## config.mk

```make
export PLATFORM = sky130hd
export DESIGN_NAME = instr_encoder
export DESIGN_NICKNAME = d
export VERILOG_FILES = /design/src/rtl/instr_encoder.sv
export SDC_FILE = /design/constraint.sdc
export NUM_CORES = 1
export LEC_CHECK = 0
export ABC_AREA = 1
export BUFFER_PORTS_ARGS = -buffer_cell sky130_fd_sc_hd__buf_4
export CAP_MARGIN = 20
export CORE_MARGIN = 2
export CORE_UTILIZATION = 58
export DETAILED_ROUTE_END_ITERATION = 16
export PLACE_DENSITY = 0.86
export SETUP_SLACK_MARGIN = 0.4
export SYNTH_ARGS = -nofsm -noshare
export SYNTH_HDL_FRONTEND = slang
export SYNTH_SLANG_ARGS = --single-unit
```

## constraint.sdc

```tcl
create_clock -name clk -period 10.52 [get_ports clk]
set_input_delay 1.578 -clock clk [delete_from_list [all_inputs] [get_ports clk]]
set_output_delay 1.578 -clock clk [all_outputs]
set_load 0.01 [all_outputs]
```

## src/rtl/instr_encoder.sv

```systemverilog
// Packs RISC-V instruction fields into 32-bit words and streams them out through a small FIFO.
// Requests that cannot be encoded are dropped, flagged with an error code and counted.
module instr_encoder #(
    parameter int DEPTH = 2,
    parameter int CNT_W = 16
) (
    input  logic             clk,
    input  logic             reset,
    input  logic             in_valid,
    output logic             in_ready,
    input  logic [6:0]       op,
    input  logic [4:0]       rd,
    input  logic [4:0]       rs1,
    input  logic [4:0]       rs2,
    input  logic [2:0]       funct3,
    input  logic [6:0]       funct7,
    input  logic [31:0]      imm,
    output logic             out_valid,
    input  logic             out_ready,
    output logic [31:0]      out_instr,
    output logic             err_valid,
    output logic [1:0]       err_code,
    output logic [CNT_W-1:0] emit_count,
    output logic [CNT_W-1:0] err_count
);

    localparam int PTR_W = $clog2(DEPTH);
    localparam int OCC_W = PTR_W + 1;

    typedef enum logic [2:0] {
        FMT_R,
        FMT_I,
        FMT_S,
        FMT_B,
        FMT_J,
        FMT_U,
        FMT_BAD
    } fmt_t;

    localparam logic [1:0] ERR_NONE     = 2'b00;
    localparam logic [1:0] ERR_OPCODE   = 2'b01;
    localparam logic [1:0] ERR_RANGE    = 2'b10;
    localparam logic [1:0] ERR_MISALIGN = 2'b11;

    fmt_t        fmt;
    logic        is_shift;
    logic        sext_11;
    logic        sext_12;
    logic        sext_20;
    logic        misalign;
    logic        out_of_range;
    logic [1:0]  code;
    logic [31:0] word;

    logic [31:0]      mem [DEPTH];
    logic [PTR_W-1:0] wr_ptr;
    logic [PTR_W-1:0] rd_ptr;
    logic [OCC_W-1:0] occ;

    logic accept;
    logic push;
    logic pop;

    // Upper immediate bits must all match the sign bit of the encodable field.
    assign sext_11 = (&imm[31:11]) | ~(|imm[31:11]);
    assign sext_12 = (&imm[31:12]) | ~(|imm[31:12]);
    assign sext_20 = (&imm[31:20]) | ~(|imm[31:20]);

    // NOTE: every signal written here gets a default first so no latch is inferred.
    always_comb begin
        fmt          = FMT_BAD;
        is_shift     = 1'b0;
        misalign     = 1'b0;
        out_of_range = 1'b0;
        word         = '0;
        code         = ERR_NONE;

        case (op)
            7'b0110011:                         fmt = FMT_R;
            7'b0010011, 7'b0000011, 7'b1100111: fmt = FMT_I;
            7'b0100011:                         fmt = FMT_S;
            7'b1100011:                         fmt = FMT_B;
            7'b1101111:                         fmt = FMT_J;
            7'b0010111:                         fmt = FMT_U;
            default:                            fmt = FMT_BAD;
        endcase

        is_shift = (op == 7'b0010011) && ((funct3 == 3'b001) || (funct3 == 3'b101));

        case (fmt)
            FMT_R: word = {funct7, rs2, rs1, funct3, rd, op};
            FMT_I: begin
                if (is_shift) begin
                    word         = {funct7, imm[4:0], rs1, funct3, rd, op};
                    out_of_range = |imm[31:5];
                end else begin
                    word         = {imm[11:0], rs1, funct3, rd, op};
                    out_of_range = !sext_11;
                end
            end
            FMT_S: begin
                word         = {imm[11:5], rs2, rs1, funct3, imm[4:0], op};
                out_of_range = !sext_11;
            end
            FMT_B: begin
                word         = {imm[12], imm[10:5], rs2, rs1, funct3, imm[4:1], imm[11], op};
                misalign     = imm[0];
                out_of_range = !sext_12;
            end
            FMT_J: begin
                word         = {imm[20], imm[10:1], imm[11], imm[19:12], rd, op};
                misalign     = imm[0];
                out_of_range = !sext_20;
            end
            FMT_U: begin
                word         = {imm[31:12], rd, op};
                out_of_range = |imm[11:0];
            end
            default: word = '0;
        endcase

        if (fmt == FMT_BAD) begin
            code = ERR_OPCODE;
        end else if (misalign) begin
            code = ERR_MISALIGN;
        end else if (out_of_range) begin
            code = ERR_RANGE;
        end
    end

    assign in_ready  = (occ < OCC_W'(DEPTH));
    assign out_valid = (occ != '0);
    assign out_instr = out_valid ? mem[rd_ptr] : '0;

    assign accept = in_valid & in_ready;
    assign push   = accept & (code == ERR_NONE);
    assign pop    = out_valid & out_ready;

    // NOTE: buffer storage carries no reset; occupancy alone decides which entries are live.
    always_ff @(posedge clk) begin
        if (push) begin
            mem[wr_ptr] <= word;
        end
    end

    always_ff @(posedge clk) begin
        if (reset) begin
            wr_ptr     <= '0;
            rd_ptr     <= '0;
            occ        <= '0;
            err_valid  <= 1'b0;
            err_code   <= ERR_NONE;
            emit_count <= '0;
            err_count  <= '0;
        end else begin
            if (push) begin
                wr_ptr <= wr_ptr + PTR_W'(1);
            end
            if (pop) begin
                rd_ptr <= rd_ptr + PTR_W'(1);
            end

            case ({push, pop})
                2'b10:   occ <= occ + OCC_W'(1);
                2'b01:   occ <= occ - OCC_W'(1);
                default: occ <= occ;
            endcase

            err_valid <= accept & (code != ERR_NONE);
            if (accept && (code != ERR_NONE)) begin
                err_code <= code;
                if (err_count != '1) begin
                    err_count <= err_count + CNT_W'(1);
                end
            end

            if (pop && (emit_count != '1)) begin
                emit_count <= emit_count + CNT_W'(1);
            end
        end
    end

endmodule

```

== Yosys cells after proc, flatten, opt, wreduce, memory -nomap -nowiden ==
Memory sizes are Yosys's and may differ from the RTL's. A register that Yosys moved wholly into a read port is not among the register bits.
Cells that the tools add are included.
Word-level totals
  bits in registers: 39
  bits in latches: 0
  memory bits (writable): 64
  bits in read-only memories: 0
  output and inout port bits: 69
  word-level logic and storage cells: 83
  memories kept: 1
Memory list
  mem: depth 2, width 32, rd ports 1, clocked after Yosys merged registers in 1, wr ports 1, line 55  | logic [31:0] mem [DEPTH];
Operators by class
  add/subtract/negate cells: 6
  multiply operators: 0
  div/mod/pow operators: 0
  $lt $le $gt $ge: 1
  equal/unequal tests: 20
  shifts and indexed selects: 0
  multiplexer cells: 15
  bitwise logic cells: 10
  reductions and logical operators: 23
Operators with widths (count)
  32-bit case mux with 6 select lines: 1
  32-bit 2-to-1 mux: 2
  16-bit by 1-bit adder with 16-bit output, second input constant: 2
  16-bit inequality test, second input constant: 2
  27-bit OR reduction: 1
  12-bit OR reduction: 2
  7-bit equality test, second input constant: 3
  21-bit AND reduction: 1
  21-bit OR reduction: 1
  20-bit AND reduction: 1
  20-bit OR reduction: 1
  3-bit case mux with 6 select lines: 1
  7-bit by 5-bit equality test with 1-bit output, second input constant: 2
  7-bit by 6-bit equality test with 1-bit output, second input constant: 2
  3-bit equality test, second input constant: 4
  12-bit AND reduction: 1
  7-bit by 2-bit equality test with 1-bit output, second input constant: 1
  3-bit by 1-bit equality test with 1-bit output, second input constant: 2
  3-bit by 2-bit equality test with 1-bit output, second input constant: 2
  1-bit 2-to-1 mux: 6
  2-bit 2-to-1 mux: 3
  2-bit nonzero test: 3
  1-bit case mux with 5 select lines: 1
  1-bit AND: 4
  other kinds (17): 26

== Depth between registers and ports, before layout ==
Gate-level depths: netlist (run 1).
  word-level depth: 13
  depth in mapped cells: 22
  mapped depth without buffers: 21

== Least setup slack after synthesis (run 1) ==
Ideal clock, no wire load.
  path type: input-to-reg
  start: input op[6]
  end: memory mem[0][0], enable pin
  library setup time: 0.421 ns
  arrival time: 4.610 ns
  required time: 10.099 ns
  path slack: 5.489 ns
  stages on the path: 17
  cell sequence: inv_2 > nand2_1 > nor2_1 > nand2_1 > nand2_1 > buf_4 > inv_2 > ha_1 > o21ai_4 > nor2_8 > nor2_2 > nor2_4 > o21ai_2 > nand2_2 > inv_2 > nand3_1 > nor2_1
On the way
  word-level cells in the longest chain between the ends: 12
  elaborated cells on any way between the ends: 28
  those cells by class: 14 x eq/ne; 9 x mux; 1 x bitwise; 4 x reduce/logical
RTL lines
  from (decl): line 11  | input logic [6:0] op,
  7-bit by 5-bit equality test with 1-bit output, or another cell as far along: line 78, 88
  3-bit OR reduction: line 78  | case (op)
  3-bit case mux with 6 select lines: line 78
  3-bit equality test, or another cell as far along: line 90  | case (fmt)
  1-bit case mux with 5 select lines or 2-bit OR reduction (tied branches)
  2-bit 2-to-1 mux or 1-bit 2-to-1 mux (tied branches): line 126, 90
  2-bit 2-to-1 mux: line 124  | end else if (misalign) begin
  2-bit 2-to-1 mux (*): line 122  | if (fmt == FMT_BAD) begin
  2-bit logical NOT (*): line 136  | assign push = accept & (code == ERR_NONE);
  1-bit AND (*): line 136
  1-bit 2-to-1 mux (*): line 141  | if (push) begin
  1-bit 2-to-1 mux (not written as such) (*): line 142  | mem[wr_ptr] <= word;
  to (decl): line 55
Mark *: on every way between the ends. The rest lies on a longest branch, timed or not.

== Worst setup path after layout (run 1) ==
  start: input op[3]
  end: memory mem[0][15], enable pin
Same word-level chain as after synthesis.

==> reports/summary.json, run 1 <==
{
  "job": {
    "total_of_max_cap_violations": 0
  },
  "critical_path": {
    "reg_to_reg_critical_path_startpoint": "err_count[0]$_SDFFE_PP0P_",
    "timing.critical_path.mode_cell": "nand2_1",
    "worst_path_max_delay_cell": "nor2_2",
    "worstSetupPathType": "input port to flop",
    "dominant_delay_contributor_by_cell_family_on_the_critical_path": "simple AND/OR/NAND/NOR gates",
    "critical_path_peak_fanout": 18,
    "timing.critical_path.from_type": "input port",
    "critPathArrivalTime_ns": 5.11,
    "minimum_setup_slack_among_reg_to_reg_paths_ns": 7.82,
    "reg2reg_depth": 12,
    "critPathMaxStageDelay_ns": 0.65,
    "cp_data_required_time_ns": 10.58,
    "worstSetupEndpointType": "flop",
    "cp_cell_sequence": "buf_4, inv_1, nand2_1, nor2_1, nand2_1, nand2_1, inv_2, ha_1, o21ai_4, nor2_8, nor2_2, nor2_4, o21ai_2, nand2_2, inv_2, nand3_1, nor2_2, buf_4",
    "rr_endpoint": "err_count[0]$_SDFFE_PP0P_",
    "path_depth": 18,
    "critical_path.n_buffers_inverters": 5
  },
  "grt": {
    "grt_pass1_vias": 5116,
    "grt_first_pass_wirelength_mm": 23.6,
    "grt_start_max_net_pins": 34,
    "overflow": 0,
    "grt_use_total_pct": 28.9,
    "grt_antenna_before_repair": 0,
    "grt_util_met2_pct": 49.9,
    "grt_use_met1_pct": 37.1,
    "use_met3_pct": 4.17,
    "grt_busiest_layer": "met2"
  },
  "logic_synthesis": {
    "synthArstFlopShare_pct": 0,
    "synth_enable_flop_cells": 64,
    "synth_area_leaders": "edfxtp_1 35%, dfxtp_1 14%, nand2_1 14%, a21oi_1 5.9%, inv_1 4.3%",
    "synth_area_per_cell_um2": 7.92,
    "count_of_warnings_emitted_by_yosys": 0,
    "netlist.area_leader.share_pct": 34.6,
    "synth_largest_area_cell": "edfxtp_1",
    "synth.ff_latch_count": 104,
    "postSynth.topFlopCell": "edfxtp_1",
    "mappedNetlistArea_um2": 5550,
    "syn-instance-count": 701,
    "syn_nets": 773,
    "synth-seq-area-share_pct": 49.0,
    "ys_types": 43
  },
  "route": {
    "via_count": 5336,
    "vias_per_cell": 5.53,
    "detailedRoute.firstPassIterationCount": 5,
    "wire_per_inst_um": 15.3,
    "drc": 0,
    "postRouteWirelength_mm": 14.8,
    "final_antenna_net_count": 0,
    "first_iter_violations": 260
  },
  "power_and_ir_drop": {
    "pwr_density_cell_nw_per_um2": 120,
    "power_report.internal_total_uw": 622,
    "power_switching_uw": 207,
    "leakage_nw": 2.96,
    "pwr-share-seq_pct": 52.8,
    "power_frac_clock_pct": 33.1,
    "p_sw_share_pct": 25.0,
    "comb_power_share_pct": 14.1,
    "ir_drop_v": 0.0000917
  },
  "die": {
    "initial_core_util_pct": 59.8,
    "floorplan.die_area_um2": 10400,
    "die_h_um": 102,
    "rows": 35,
    "core-area_um2": 9280,
    "fp.dieW_um": 102,
    "total_i_o_pin_count": 137
  },
  "placed_design": {
    "io_buffer_count": 136,
    "global_placer_s_final_weighted_congestion": 0.975,
    "dp_hpwl_mm": 11.1
  },
  "timing": {
    "slew_headroom_pct": 46.6,
    "report.final.hold_viol_count": 0,
    "finalSetupTns_ns": 0,
    "worst-slew-pin-transition_ns": 0.798,
    "finalHoldWorstSlack_ns": 0.475,
    "timing.final.crit_share_pct": 48.0,
    "final_worst_clock_skew_ns": 0.0141,
    "slew_violations": 0,
    "rsz0062_at_grt": "false",
    "setup_violations": 0,
    "timing.final.crit_period_ns": 5.05,
    "timing.fmax_mhz": 198
  },
  "worst_hold_path": {
    "hold-path-cell-count": 1,
    "whs_endpoint": "rd_ptr$_SDFFE_PP0P_",
    "holdCritStartpoint": "rd_ptr$_SDFFE_PP0P_",
    "hp-class": "flop to flop"
  },
  "cts": {
    "clock_latency_at_the_later_pin_of_the_worst_skew_pair_ns": 0.37,
    "max-clock-path-buffers": 2,
    "htree_levels": 3,
    "cts.reportedPaths.clkPinSlew_ns": 0.10,
    "clock-root-buffer": "clkbuf_8",
    "cts-hold-fix-buffers": 0,
    "post_cts.repair.setup_buffers": 0,
    "post_cts_resized": 0,
    "clock_sink_count": 104,
    "numCtsBuffers": 9,
    "cts_tree": "done"
  },
  "cells_and_area": {
    "area_added_between_synthesis_and_finish_pct": 24.6,
    "antennaDiodeCount": 0,
    "fin_nets": 903,
    "layout-drive-gt1-share_pct": 23.3
  },
  "outcome": {
    "outcome": "complete, no violations"
  }
}
synthesized netlist by cell type, types with 2 or more instances:
cell,instances
nand2_2,6
inv_2,12
a21oi_1,66
dfxtp_1,40
xor2_1,7
edfxtp_1,64
nand4_1,28
nand2_1,208
buf_2,2
nand3_2,2
xnor2_1,3
o21ai_0,16
nand2_4,2
ha_1,4
a31oi_1,9
clkbuf_1,19
nand3_1,30
inv_1,63
nor2_2,5
nor2_1,63
nor4_1,3
a22oi_1,2
nor3_1,21
nor2_8,2
o211ai_1,4
nor3b_1,2
nand3_4,2
through the flow:
stage               instance area, µm²  util [%]  instances  power, mW  setup WS (ns)
floorplan                         5550         -        701      0.502           5.49
global placement                  6670      71.8        948      0.560           5.32
detailed placement                6670      71.8        948      0.563           5.08
CTS                               6900      74.3        964      0.832           5.48
global route                      6920      74.5        965      0.856           5.14
finish                            6920      74.5        965      0.829           5.47
per-layer routing:
metal	share of wire, %	wire [µm]	vias to the layer above
met4	2.5	362	0
met2	51	7550	218
met3	5.8	854	38
met5	0	0	-
li1	-	-	2599
met1	41	6000	2481
registers in the layout, summed over array words and instances, names as in the netlist, named ones only:
register    count
mem            64
emit_count     16
err_count      16
err_code        2
occ             2
err_valid       1
rd_ptr          1
wr_ptr          1
cell usage in the layout (no fill, tap or decap), types with 4 or more instances in the layout:
cell type / Yosys / final
a31oi_1: 9 / 9
a21oi_1: 66 / 66
nand2_1: 208 / 208
nor2_1: 63 / 61
nor2_2: 5 / 7
inv_2: 12 / 12
ha_1: 4 / 4
nor3_1: 21 / 21
nand3_1: 30 / 30
inv_1: 63 / 63
buf_4: 1 / 142
o21ai_0: 16 / 16
nand2_2: 6 / 6
o211ai_1: 4 / 4
xor2_1: 7 / 7
clkbuf_8: 0 / 10
nand4_1: 28 / 28
dfxtp_1: 40 / 40
edfxtp_1: 64 / 64
area by class of cell:
| class | count | area [µm²] |
|---|---|---|
| clock buffers | 15 | 220 |
| clock inverters | 1 | 11.3 |
| fillers | 729 | 2370 |
| inverters | 77 | 292 |
| multi-input cells | 496 | 2430 |
| flip-flops and latches | 104 | 2720 |
| well taps | 129 | 161 |
| repair buffers | 143 | 1080 |
power by group through the flow:
stage | combinational, mW | clock, mW | sequential [mW]
after global routing | 0.128 | 0.289 | 0.439
after global placement | 0.113 | 0 | 0.447
after CTS | 0.116 | 0.278 | 0.438
final | 0.117 | 0.274 | 0.438
after detailed placement | 0.116 | 0 | 0.447
after floorplan | 0.0550 | 0 | 0.447
cells by family after synthesis:
family / Yosys count / synth area share [%]
AND/OR/NAND/NOR: 375 / 30.2
AO/OA/AOI/OAI: 106 / 10.7
flip-flops: 104 / 49.0
buffers and inverters: 101 / 7.32
XOR/XNOR: 10 / 1.58
adder cells (fa/ha/maj): 4 / 0.901
multiplexers: 1 / 0.180
how the worst max path moves through the flow:
stage                     start              endpoint  slack, ns
after floorplan           op[6]   mem[0][0]$_DFFE_PP_       5.49
after global placement    op[6]  mem[0][22]$_DFFE_PP_       5.32
after detailed placement  op[4]  mem[0][23]$_DFFE_PP_       5.08
after CTS                 op[4]  mem[0][18]$_DFFE_PP_       5.48
after global routing      op[6]  mem[0][20]$_DFFE_PP_       5.14
final                     op[3]  mem[0][15]$_DFFE_PP_       5.47
Note: power is estimated with default switching activity, not from simulation.
==> run 2: changes to the inputs <==
- CORE_UTILIZATION: 58 -> 49
- PLACE_DENSITY: 0.86 -> 0.77
- clock period: 10.52 -> 4.2 ns (I/O delays scaled with it)
==> reports/summary.json, run 2 (synthesis gave the netlist of run 1 again) <==
{
  "cts": {
    "post_cts_resized": {"value": 0, "change": "unchanged"},
    "post_cts.repair.setup_buffers": {"value": 0, "change": "unchanged"},
    "clock_latency_at_the_later_pin_of_the_worst_skew_pair": {"value": 0.34, "unit": "ns", "change": "was 0.37 ns"},
    "clock-root-buffer": {"value": "clkbuf_16", "change": "was clkbuf_8"},
    "numCtsBuffers": {"value": 9, "change": "unchanged"},
    "cts_tree": {"value": "done", "change": "unchanged"},
    "max-clock-path-buffers": {"value": 2, "change": "unchanged"},
    "cts.reportedPaths.clkPinSlew": {"value": 0.07, "unit": "ns", "change": "was 0.10 ns"},
    "cts-hold-fix-buffers": {"value": 0, "change": "unchanged"},
    "htree_levels": {"value": 3, "change": "unchanged"},
    "clock_sink_count": {"value": 104, "change": "unchanged"}
  },
  "grt": {
    "grt_use_total": {"value": 23.9, "unit": "%", "change": "was 28.9%"},
    "grt_first_pass_wirelength": {"value": 24.1, "unit": "mm", "change": "was 23.6 mm"},
    "grt_antenna_before_repair": {"value": 0, "change": "unchanged"},
    "grt_pass1_vias": {"value": 4971, "change": "was 5116"},
    "grt_start_max_net_pins": {"value": 34, "change": "unchanged"},
    "overflow": {"value": 0, "change": "unchanged"}
  },
  "cells_and_area": {
    "antennaDiodeCount": {"value": 0, "change": "unchanged"},
    "final_cell_mix": {"value": "208 x nand2_1, 144 x buf_4, 66 x a21oi_1", "change": "was 208 x nand2_1, 142 x buf_4, 66 x a21oi_1"},
    "final_core_density": {"value": 63.9, "unit": "%", "change": "was 74.5%"},
    "layout-drive-gt1-share": {"value": 23.4, "unit": "%", "change": "was 23.3%"},
    "area_added_between_synthesis_and_finish": {"value": 25.8, "unit": "%", "change": "was 24.6%"},
    "largest_register_ffs": {"value": 64, "change": "unchanged"},
    "reg_top3": {"value": "mem (64), emit_count (16), err_count (16)", "change": "unchanged"},
    "fin_nets": {"value": 905, "change": "was 903"},
    "largest_register_by_flop_count": {"value": "mem", "change": "unchanged"},
    "final.fill_count": {"value": 969, "change": "was 729"},
    "layout_commonest_cell": {"value": "nand2_1", "change": "unchanged"}
  },
  "critical_path": {
    "critical_path.n_buffers_inverters": {"value": 7, "change": "was 5"},
    "timing.critical_path.from_type": {"value": "input port", "change": "unchanged"},
    "critical_path_peak_fanout": {"value": 29, "change": "was 18"},
    "cp_data_required_time": {"value": 4.19, "unit": "ns", "change": "was 10.58 ns"},
    "critPathArrivalTime": {"value": 3.17, "unit": "ns", "change": "was 5.11 ns"},
    "worstSetupEndpointType": {"value": "flop", "change": "unchanged"},
    "worstSetupPathType": {"value": "input port to flop", "change": "unchanged"},
    "cp_cell_sequence": {"value": "buf_4, inv_1, nand2_1, nor2_1, nand2_1, nand2_1, inv_2, ha_1, o21ai_4, nor2_8, nor2_2, buf_4, nor2_4, o21ai_2, nand2_2, inv_2, nand4_1, inv_1, buf_4", "change": "was buf_4, inv_1, nand2_1, nor2_1, nand2_1, nand2_1, inv_2, ha_1, o21ai_4, nor2_8, nor2_2, nor2_4, o21ai_2, nand2_2, inv_2, nand3_1, nor2_2, buf_4"},
    "worst_path_max_delay_cell": {"value": "buf_4", "change": "was nor2_2"},
    "dominant_delay_contributor_by_cell_family_on_the_critical_path": {"value": "buffers and inverters", "change": "was simple AND/OR/NAND/NOR gates"},
    "critPathMaxStageDelay": {"value": 0.40, "unit": "ns", "change": "was 0.65 ns"}
  },
  "route": {
    "drc": {"value": 0, "change": "unchanged"},
    "via_count": {"value": 5319, "change": "was 5336"},
    "vias_per_cell": {"value": 5.44, "change": "was 5.53"},
    "met2RoutedLength": {"value": 7.01, "unit": "mm", "change": "was 7.55 mm"},
    "detailedRoute.firstPassIterationCount": {"value": 7, "change": "was 5"},
    "wire_per_inst": {"value": 15.1, "unit": "µm", "change": "was 15.3 µm"},
    "wl_met1": {"value": 6.40, "unit": "mm", "change": "was 6.00 mm"},
    "met3_wirelength": {"value": 1.04, "unit": "mm", "change": "was 854 µm"},
    "postRouteWirelength": {"value": 14.8, "unit": "mm", "change": "about the same"},
    "top_signal_layer_used": {"value": "met4", "change": "unchanged"},
    "final_antenna_net_count": {"value": 0, "change": "unchanged"},
    "first_iter_violations": {"value": 368, "change": "was 260"}
  },
  "timing": {
    "setup_violations": {"value": 0, "change": "unchanged"},
    "finalSetupTns": {"value": 0, "unit": "ns", "change": "unchanged"},
    "timing.fmax_mhz": 315,
    "slew_headroom": {"value": 60.6, "unit": "%", "change": "was 46.6%"},
    "final_worst_clock_skew": {"value": 0.00850, "unit": "ns", "change": "was 0.0141 ns"},
    "worst-slew-pin-transition": {"value": 0.589, "unit": "ns", "change": "was 0.798 ns"},
    "rsz0062_at_grt": {"value": "false", "change": "unchanged"},
    "timing.final.crit_period_ns": 3.17,
    "timing.final.crit_share_pct": 75.6,
    "report.final.hold_viol_count": {"value": 0, "change": "unchanged"},
    "finalHoldWorstSlack": {"value": 0.473, "unit": "ns", "change": "was 0.475 ns"},
    "slew_violations": {"value": 0, "change": "unchanged"}
  },
  "power_and_ir_drop": {
    "ir_drop": {"value": 0.000168, "unit": "V", "change": "was 0.0000917 V"},
    "pwr_density_cell": {"value": 309, "unit": "nW/µm²", "change": "was 120 nW/µm²"},
    "leakage": {"value": 2.98, "unit": "nW", "change": "was 2.96 nW"}
  },
  "die": {
    "fp.dieW": {"value": 110, "unit": "µm", "change": "was 102 µm"},
    "core-area": {"value": 10900, "unit": "µm²", "change": "was 9280 µm²"},
    "floorplan.die_area": {"value": 12200, "unit": "µm²", "change": "was 10400 µm²"},
    "total_i_o_pin_count": {"value": 137, "change": "unchanged"},
    "initial_core_util": {"value": 50.8, "unit": "%", "change": "was 59.8%"},
    "die_h": {"value": 110, "unit": "µm", "change": "was 102 µm"},
    "rows": {"value": 38, "change": "was 35"}
  },
  "placed_design": {
    "io_buffer_count": {"value": 136, "change": "unchanged"},
    "dp_hpwl": {"value": 10.8, "unit": "mm", "change": "was 11.1 mm"},
    "global_placer_s_final_weighted_congestion": {"value": 0.917, "change": "was 0.975"}
  },
  "outcome": {
    "outcome": {"value": "complete, no violations", "change": "unchanged"}
  },
  "job": {
    "total_of_max_cap_violations": {"value": 0, "change": "unchanged"}
  },
  "worst_hold_path": {
    "hp-class": {"value": "flop to flop", "change": "unchanged"}
  }
}
run 2: final timing paths:
path                                           startpoint                         end  slack (ns)  cells past startpoint
worst max-delay path                                op[3]         mem[1][0]$_DFFE_PP_        1.03                     19
worst min-delay path                  rd_ptr$_SDFFE_PP0P_         rd_ptr$_SDFFE_PP0P_        0.47                      1
worst max register to register  err_count[0]$_SDFFE_PP0P_  err_count[14]$_SDFFE_PP0P_        1.59                     11
worst min register to register        rd_ptr$_SDFFE_PP0P_         rd_ptr$_SDFFE_PP0P_        0.47                      1
run 2: report_power, final:
part / total (mW) / switching, mW / internal (mW) / leakage (nW)
clock network: 0.766 / 0.361 / 0.405 / 0.127
registers: 1.10 / 0.00844 / 1.09 / 0.789
logic: 0.296 / 0.172 / 0.124 / 2.06
run 2: final cells by class:
cell class | instances | area, µm² | area share [%]
clock inverter | 4 | 30.0 | 0.430
sequential | 104 | 2720 | 39.0
multi-input combinational | 496 | 2430 | 34.8
inverter | 77 | 292 | 4.17
clock buffer | 12 | 236 | 3.39
timing repair buffer | 145 | 1100 | 15.8
tap | 140 | 175 | 2.51
run 2: per-layer routing:
| metal | up-vias | global-route usage, % |
|---|---|---|
| met5 | - | 0 |
| met4 | 0 | 9.58 |
| met3 | 29 | 3.35 |
| met2 | 232 | 38.5 |
| met1 | 2453 | 32.7 |
| li1 | 2605 | - |
run 2: per-stage QoR:
step | instances | power [mW] | area [µm²] | setup slack, ns
2_1_floorplan | 701 | 1.26 | 5560 | 0.637
3_3_place_gp | 962 | 1.41 | 6720 | 0.802
3_5_place_dp | 962 | 1.41 | 6720 | 0.724
4_1_cts | 978 | 2.17 | 6990 | 1.08
5_1_grt | 978 | 2.24 | 6990 | 0.782
6_report | 978 | 2.16 | 6990 | 1.03
run 2: worst reg2reg max path, delay by kind of cell (launching register included):
| family | cells | cell delay (ns) |
|---|---|---|
| simple gates | 7 | 1.41 |
| buf+inv | 2 | 0.40 |
| flops | 1 | 0.39 |
| fa+ha+maj | 1 | 0.21 |
| compound gates | 1 | 0.14 |
